==> config.mk <==
export PLATFORM = sky130hd
export DESIGN_NAME = lsu_stage
export DESIGN_NICKNAME = d
export VERILOG_FILES = /design/src/rtl/lsu_stage.sv
export SDC_FILE = /design/constraint.sdc
export NUM_CORES = 1
export LEC_CHECK = 0
export ABC_AREA = 1
export CORE_MARGIN = 2
export CORE_UTILIZATION = 45
export CTS_CLUSTER_DIAMETER = 120
export DETAILED_ROUTE_END_ITERATION = 16
export GPL_ROUTABILITY_DRIVEN = 0
export GPL_TIMING_DRIVEN = 0
export PLACE_DENSITY = 0.83
export REMOVE_ABC_BUFFERS = 1
export SLEW_MARGIN = 20
export SYNTH_ARGS = -nofsm -noshare
export SYNTH_HDL_FRONTEND = slang
export SYNTH_SLANG_ARGS = --single-unit
==> constraint.sdc <==
create_clock -name clk -period 2.3 [get_ports clk]
set_clock_uncertainty 0.2 [all_clocks]
set_input_delay 0.345 -clock clk [delete_from_list [all_inputs] [get_ports clk]]
set_output_delay 0.345 -clock clk [all_outputs]
set_load 0.05 [all_outputs]
==> src/rtl/lsu_stage.sv <==
// lsu_stage: load/store stage that sits directly after the execute unit.
//
// An accepted op either passes EXU_data straight through, or uses it as an
// effective address for one memory transaction on a valid/ready request bus.
// Load results are lane-extracted and extended before being handed to
// write-back. At most one op is in flight at a time.
//
// Ports:
//   clk, rst_n           core clock, asynchronous active-low reset
//   in_valid / in_ready  handshake with the execute stage
//   EXU_data             result or effective address
//   store_data           rs2 value for stores
//   LSU_mode             {mem_op, store, funct3}
//   out_valid / out_ready handshake toward write-back
//   LSU_data, misalign   write-back value and misaligned-access flag
//   mem_req_*            memory request channel (addr/wen/wdata/wmask)
//   mem_resp_valid       read data or write acknowledge, always accepted
//   mem_rdata            read data word
module lsu_stage #(
  parameter int DATAWIDTH = 32
) (
  input  logic                 clk,
  input  logic                 rst_n,
  input  logic                 in_valid,
  output logic                 in_ready,
  input  logic [DATAWIDTH-1:0] EXU_data,
  input  logic [DATAWIDTH-1:0] store_data,
  input  logic [4:0]           LSU_mode,
  output logic                 out_valid,
  input  logic                 out_ready,
  output logic [DATAWIDTH-1:0] LSU_data,
  output logic                 misalign,
  output logic                 mem_req_valid,
  input  logic                 mem_req_ready,
  output logic [DATAWIDTH-1:0] mem_addr,
  output logic                 mem_wen,
  output logic [DATAWIDTH-1:0] mem_wdata,
  output logic [3:0]           mem_wmask,
  input  logic                 mem_resp_valid,
  input  logic [DATAWIDTH-1:0] mem_rdata
);

  // The lane logic below is written for a 32-bit word only.
  if (DATAWIDTH != 32) begin : g_bad_width
    $error("lsu_stage supports DATAWIDTH = 32 only");
  end

  typedef enum logic [1:0] {IDLE, REQ, WAIT, RESP} state_t;

  state_t state, next_state;

  logic        accept;
  logic        in_is_byte;
  logic        in_is_half;
  logic        in_misaligned;
  logic [31:0] in_wdata;
  logic [3:0]  in_wmask;

  logic [1:0]  addr_lo_q;
  logic [3:0]  mode_q;
  logic [31:0] mem_addr_q;
  logic        mem_wen_q;
  logic [31:0] mem_wdata_q;
  logic [3:0]  mem_wmask_q;
  logic [31:0] lsu_data_q;
  logic        misalign_q;

  logic [7:0]  load_byte;
  logic [15:0] load_half;
  logic [31:0] load_value;

  assign accept = in_valid && in_ready;

  // Decode the incoming op: access size from funct3[1:0] (illegal encodings
  // fall into the word case), alignment, and the lane-shifted store fields.
  always_comb begin
    in_is_byte    = (LSU_mode[1:0] == 2'b00);
    in_is_half    = (LSU_mode[1:0] == 2'b01);
    in_misaligned = 1'b0;
    in_wdata      = store_data;
    in_wmask      = 4'b1111;
    if (in_is_byte) begin
      in_wdata = {4{store_data[7:0]}};
      in_wmask = 4'b0001 << EXU_data[1:0];
    end else if (in_is_half) begin
      in_wdata      = {2{store_data[15:0]}};
      in_wmask      = 4'b0011 << EXU_data[1:0];
      in_misaligned = EXU_data[0];
    end else begin
      in_misaligned = (EXU_data[1:0] != 2'b00);
    end
  end

  // State register.
  always_ff @(posedge clk or negedge rst_n) begin
    if (!rst_n) state <= IDLE;
    else        state <= next_state;
  end

  // Next-state logic. Pass-through and misaligned ops skip the bus entirely.
  always_comb begin
    next_state = state;
    case (state)
      IDLE: if (accept) begin
        if (!LSU_mode[4] || in_misaligned) next_state = RESP;
        else                               next_state = REQ;
      end
      REQ:  if (mem_req_ready)  next_state = WAIT;
      WAIT: if (mem_resp_valid) next_state = RESP;
      RESP: if (out_ready)      next_state = IDLE;
      default: next_state = IDLE;
    endcase
  end

  // Handshake outputs depend on state only, so reset drops them at once.
  always_comb begin
    in_ready      = (state == IDLE);
    mem_req_valid = (state == REQ);
    out_valid     = (state == RESP);
  end

  // Load lane extraction; mode_q[2] selects zero extension.
  assign load_byte = mem_rdata[{addr_lo_q, 3'b000} +: 8];
  assign load_half = mem_rdata[{addr_lo_q[1], 4'b0000} +: 16];

  always_comb begin
    case (mode_q[2:0])
      3'b000:  load_value = {{24{load_byte[7]}}, load_byte};
      3'b100:  load_value = {24'b0, load_byte};
      3'b001:  load_value = {{16{load_half[15]}}, load_half};
      3'b101:  load_value = {16'b0, load_half};
      default: load_value = mem_rdata;
    endcase
  end

  // Datapath registers: request fields are captured at accept and held
  // unchanged through REQ; the result is captured when the op completes.
  always_ff @(posedge clk or negedge rst_n) begin
    if (!rst_n) begin
      addr_lo_q   <= 2'b00;
      mode_q      <= 4'b0;
      mem_addr_q  <= 32'b0;
      mem_wen_q   <= 1'b0;
      mem_wdata_q <= 32'b0;
      mem_wmask_q <= 4'b0;
      lsu_data_q  <= 32'b0;
      misalign_q  <= 1'b0;
    end else begin
      case (state)
        IDLE: if (accept) begin
          addr_lo_q <= EXU_data[1:0];
          mode_q    <= LSU_mode[3:0];
          if (!LSU_mode[4]) begin
            lsu_data_q <= EXU_data;
            misalign_q <= 1'b0;
          end else if (in_misaligned) begin
            lsu_data_q <= 32'b0;
            misalign_q <= 1'b1;
          end else begin
            mem_addr_q  <= {EXU_data[31:2], 2'b00};
            mem_wen_q   <= LSU_mode[3];
            mem_wdata_q <= LSU_mode[3] ? in_wdata : 32'b0;
            mem_wmask_q <= LSU_mode[3] ? in_wmask : 4'b0;
          end
        end
        WAIT: if (mem_resp_valid) begin
          lsu_data_q <= mode_q[3] ? 32'b0 : load_value;
        end
        RESP: if (out_ready) begin
          misalign_q <= 1'b0;
        end
        default: ;
      endcase
    end
  end

  assign mem_addr  = mem_addr_q;
  assign mem_wen   = mem_wen_q;
  assign mem_wdata = mem_wdata_q;
  assign mem_wmask = mem_wmask_q;
  assign LSU_data  = lsu_data_q;
  assign misalign  = misalign_q;

endmodule

==> results.txt <==
- The share of synthesized area in the top cell type comes to 0.481.
* Chip width: 116 µm
* P per Cell Area: 1610 nW/µm²
- Setup violations remaining at the end of the flow were counted as 0.
* Count of filler cells inserted in the layout: 1035
- In the routed layout, each cell is associated on average with a via count of 5.02.
- After synthesis, the largest family of logic cells by area is simple AND/OR/NAND/NOR gates.
* Most frequent cells in the layout: sky130_fd_sc_hd__nand2_1, sky130_fd_sc_hd__clkdlybuf4s50_1, sky130_fd_sc_hd__nor2_1, sky130_fd_sc_hd__dfrtp_1, sky130_fd_sc_hd__a21oi_1
- Simple-Gate Fraction of Synth Area: 0.280
- Count of standard-cell rows: 40
- Port buffering added 209 buffers.
- Compared with the post-synthesis result, the final layout area differs by 46.5%.
- Y dimension of the die: 116 µm
* Clock insertion delay at the later pin of the skew report: 350 ps
- Relative slew slack: 0.613
- The first TritonRoute pass finished after 5 iterations.
* Total leakage power: 0.00384 µW
- Largest vdd supply drop: 791 µV
* Crit path setup slack, layout: 90.9 ps
- Transition time at the pin with the least slew margin: 577 ps
* Number of synthesized flops with an enable pin: 0
* Run status: complete, no violations
- Sequential element share of the synthesized area: 0.481
- After the last flow step, the layout net total stands at 1074.
- Critical-path maximum fanout: 37
- STA classifies the critical path endpoint as a flop.
- For this run, the number of Yosys warnings is 0.
* Post-route antenna net violation count: 0
- Share of post-route cells with drive strength above 1: 0.0571
- Number of CTS-inserted buffers: 9
- Minimum clock period: 2210 ps
* Sink count of the clock tree: 108
* Kind of path behind the tightest hold check: reg -> reg
* Leading area contributor after synthesis: sky130_fd_sc_hd__dfrtp_1
* Final clock period utilization by the worst path: 0.960
- The tightest hold path in the finished design has a slack of 270 ps.
* Critical path start-end classification: in -> reg
- After detailed routing, the average wire length per cell comes to 14.9 µm.
- Starting density of the core: 0.464
- TritonCTS built the clock tree.
- Netlist area before placement: 5620 µm²
* Initial antenna violation count: 0
- For this design the top-level I/O count stands at 212.
- Setup total negative slack on the finished layout was measured at 0 ps.
* Pre-CTS setup slack: -1360 ps
- The number of antenna diodes in the final layout is 0.
- For this run, design rule violations remaining after detail routing come to 0.
- Die area: 13400 µm²
* Setup repair after global routing missed its margin: no
* Multiplexer share of the synthesized area: 0.00401
* Global-route wire length before repair: 26.5 mm
- The number of max-slew violations in the final report came to 0.
* Largest net degree at the start of global routing: 82
* Required time reported for the critical path endpoint: 2370 ps
- Synthesized instance count: 770
* Final hold violation count: 0
- The share of the synthesized area in compound gates (AO/OA/AOI/OAI) was 0.143.
- Clock Tree Root: sky130_fd_sc_hd__clkbuf_16
- After detailed routing, the total wire length is 16.9 mm.
* Average footprint of a synthesized cell: 7.30 µm²
- Synthesis inferred 108 register bits.
* Detail Placement HPWL: 11.7 mm
- Most frequently used flop master after synthesis: sky130_fd_sc_hd__dfrtp_1
- Register clock-pin slew on the reported worst setup and hold paths: 70 ps
- DRC marker count from the first detailed-route iteration: 302
* Maximum operating frequency: 453 MHz
* Synthesized-area fraction occupied by adder cells: 0.0178
* Most frequent standard cell in the layout excluding fill and tap cells: sky130_fd_sc_hd__nand2_1
- Max-capacitance violation count: 0
* Proportion of synthesized flip-flops having asynchronous set or reset: 1.00
* Overall power: 13300 µW
- Finished Core Util: 0.679
* Global-route usage over all layers: 0.252
* Gr ovfl total: 0
- Launching element type of the critical path: primary input
- At the worst endpoint, the arrival time is 2280 ps.
- Unique masters post-synth: 29
- Of the total synthesized cell area, the portion taken by XOR and XNOR cells is 0.
- The floorplan step defined a core boundary enclosing 12100 µm².
- Ranked by total cell area, the synthesized netlist is headed by sky130_fd_sc_hd__dfrtp_1, sky130_fd_sc_hd__nand2_1, sky130_fd_sc_hd__nor2_1, sky130_fd_sc_hd__a21oi_1, sky130_fd_sc_hd__o21ai_1.
* Routed via count: 5687
- Via count of the first global-routing pass: 5366
- The H-tree was split into 3 levels.
- The clock passes through at most 2 buffers.
## area by class of cell
class | count | area (µm²) | area share
clock buffer | 11 | 253 | 0.0307
clock inverter | 5 | 60.1 | 0.00730
inverter | 52 | 226 | 0.0275
multi-input combinational | 569 | 2580 | 0.313
sequential | 108 | 2710 | 0.329
tap | 168 | 210 | 0.0255
timing repair buffer | 218 | 2190 | 0.266
timing repair inverter | 1 | 7.51 | 0.000912
## per-stage QoR
stage / area, µm² / instances
global placement: 7710 / 1106
CTS: 8200 / 1131
detailed placement: 7740 / 1107
global route: 8230 / 1132
finish: 8230 / 1132
floorplan: 5410 / 729
## worst paths after layout
check,cells after the start,slack (ps),from,endpoint
worst max-delay path,10,90,EXU_data[0],mem_wdata[18]
worst max register to register,9,110,state[0],mem_wdata[18]
worst min register to register,2,270,mem_addr[12],mem_addr[12]
min in group asynchronous,2,310,rst_n,mem_addr[18]
max in group asynchronous,3,910,rst_n,addr_lo_q[1]
worst min-delay path,2,270,mem_addr[12],mem_addr[12]
## worst max-delay path, cell delays in order
cell and delay (ps):
sky130_fd_sc_hd__clkdlybuf4s50_1 510, sky130_fd_sc_hd__inv_2 130, sky130_fd_sc_hd__ha_1 190, sky130_fd_sc_hd__nor2_1 70, sky130_fd_sc_hd__nor2_1 170, sky130_fd_sc_hd__nand3_4 180, sky130_fd_sc_hd__nor2_8 200, sky130_fd_sc_hd__buf_12 130
sky130_fd_sc_hd__nand2_8 150, sky130_fd_sc_hd__o21ai_1 180
## synthesized netlist by cell type (all sizes together) (2+ instances only)
master,number
nor2,168
dfrtp,108
a21oi,51
clkbuf,16
mux2,2
a22oi,2
inv,51
o21ai,85
o22ai,9
buf,26
nand3,15
a31oi,7
nand2,215
ha,8
nand4,2
## kinds of logic after synthesis
kind of cell,Yosys count
AOI/OAI and AO/OA,155
adders and majority gates,8
buffers and inverters,94
DFF,108
muxes,2
other,1
and+or+nand+nor,402
## sequential cells by signal, indices dropped and copies added, names as in the netlist
name       count
LSU_data      32
mem_wdata     32
mem_addr      30
mem_wmask      4
mode_q         4
addr_lo_q      2
state          2
mem_wen        1
misalign       1
## power breakdown
group | internal, µW | total [µW] | switching [µW]
Clock | 907 | 1620 | 712
Combinational | 2670 | 8240 | 5570
Sequential | 2820 | 3430 | 602
Total | 6400 | 13300 | 6890
## layer usage
| metal | wire, µm | global-route usage | up-vias |
|---|---|---|---|
| met5 | 0 | 0 | - |
| met4 | 296 | 0.0683 | 0 |
| met3 | 1390 | 0.0732 | 24 |
| met2 | 8230 | 0.423 | 219 |
| met1 | 6940 | 0.320 | 2633 |
| li1 | - | - | 2811 |
## repair_timing
item | CTS | global route
endpoints found under the hold margin | 51 | 0
setup buffers | 6 | 1
cloned | 1 | 0
hold buffers | 1 | 0
pin swaps | 1 | 2
resized for setup | 26 | 12
setup endpoints to repair | 102 | 100
Note: power is estimated with default switching activity, not from simulation.
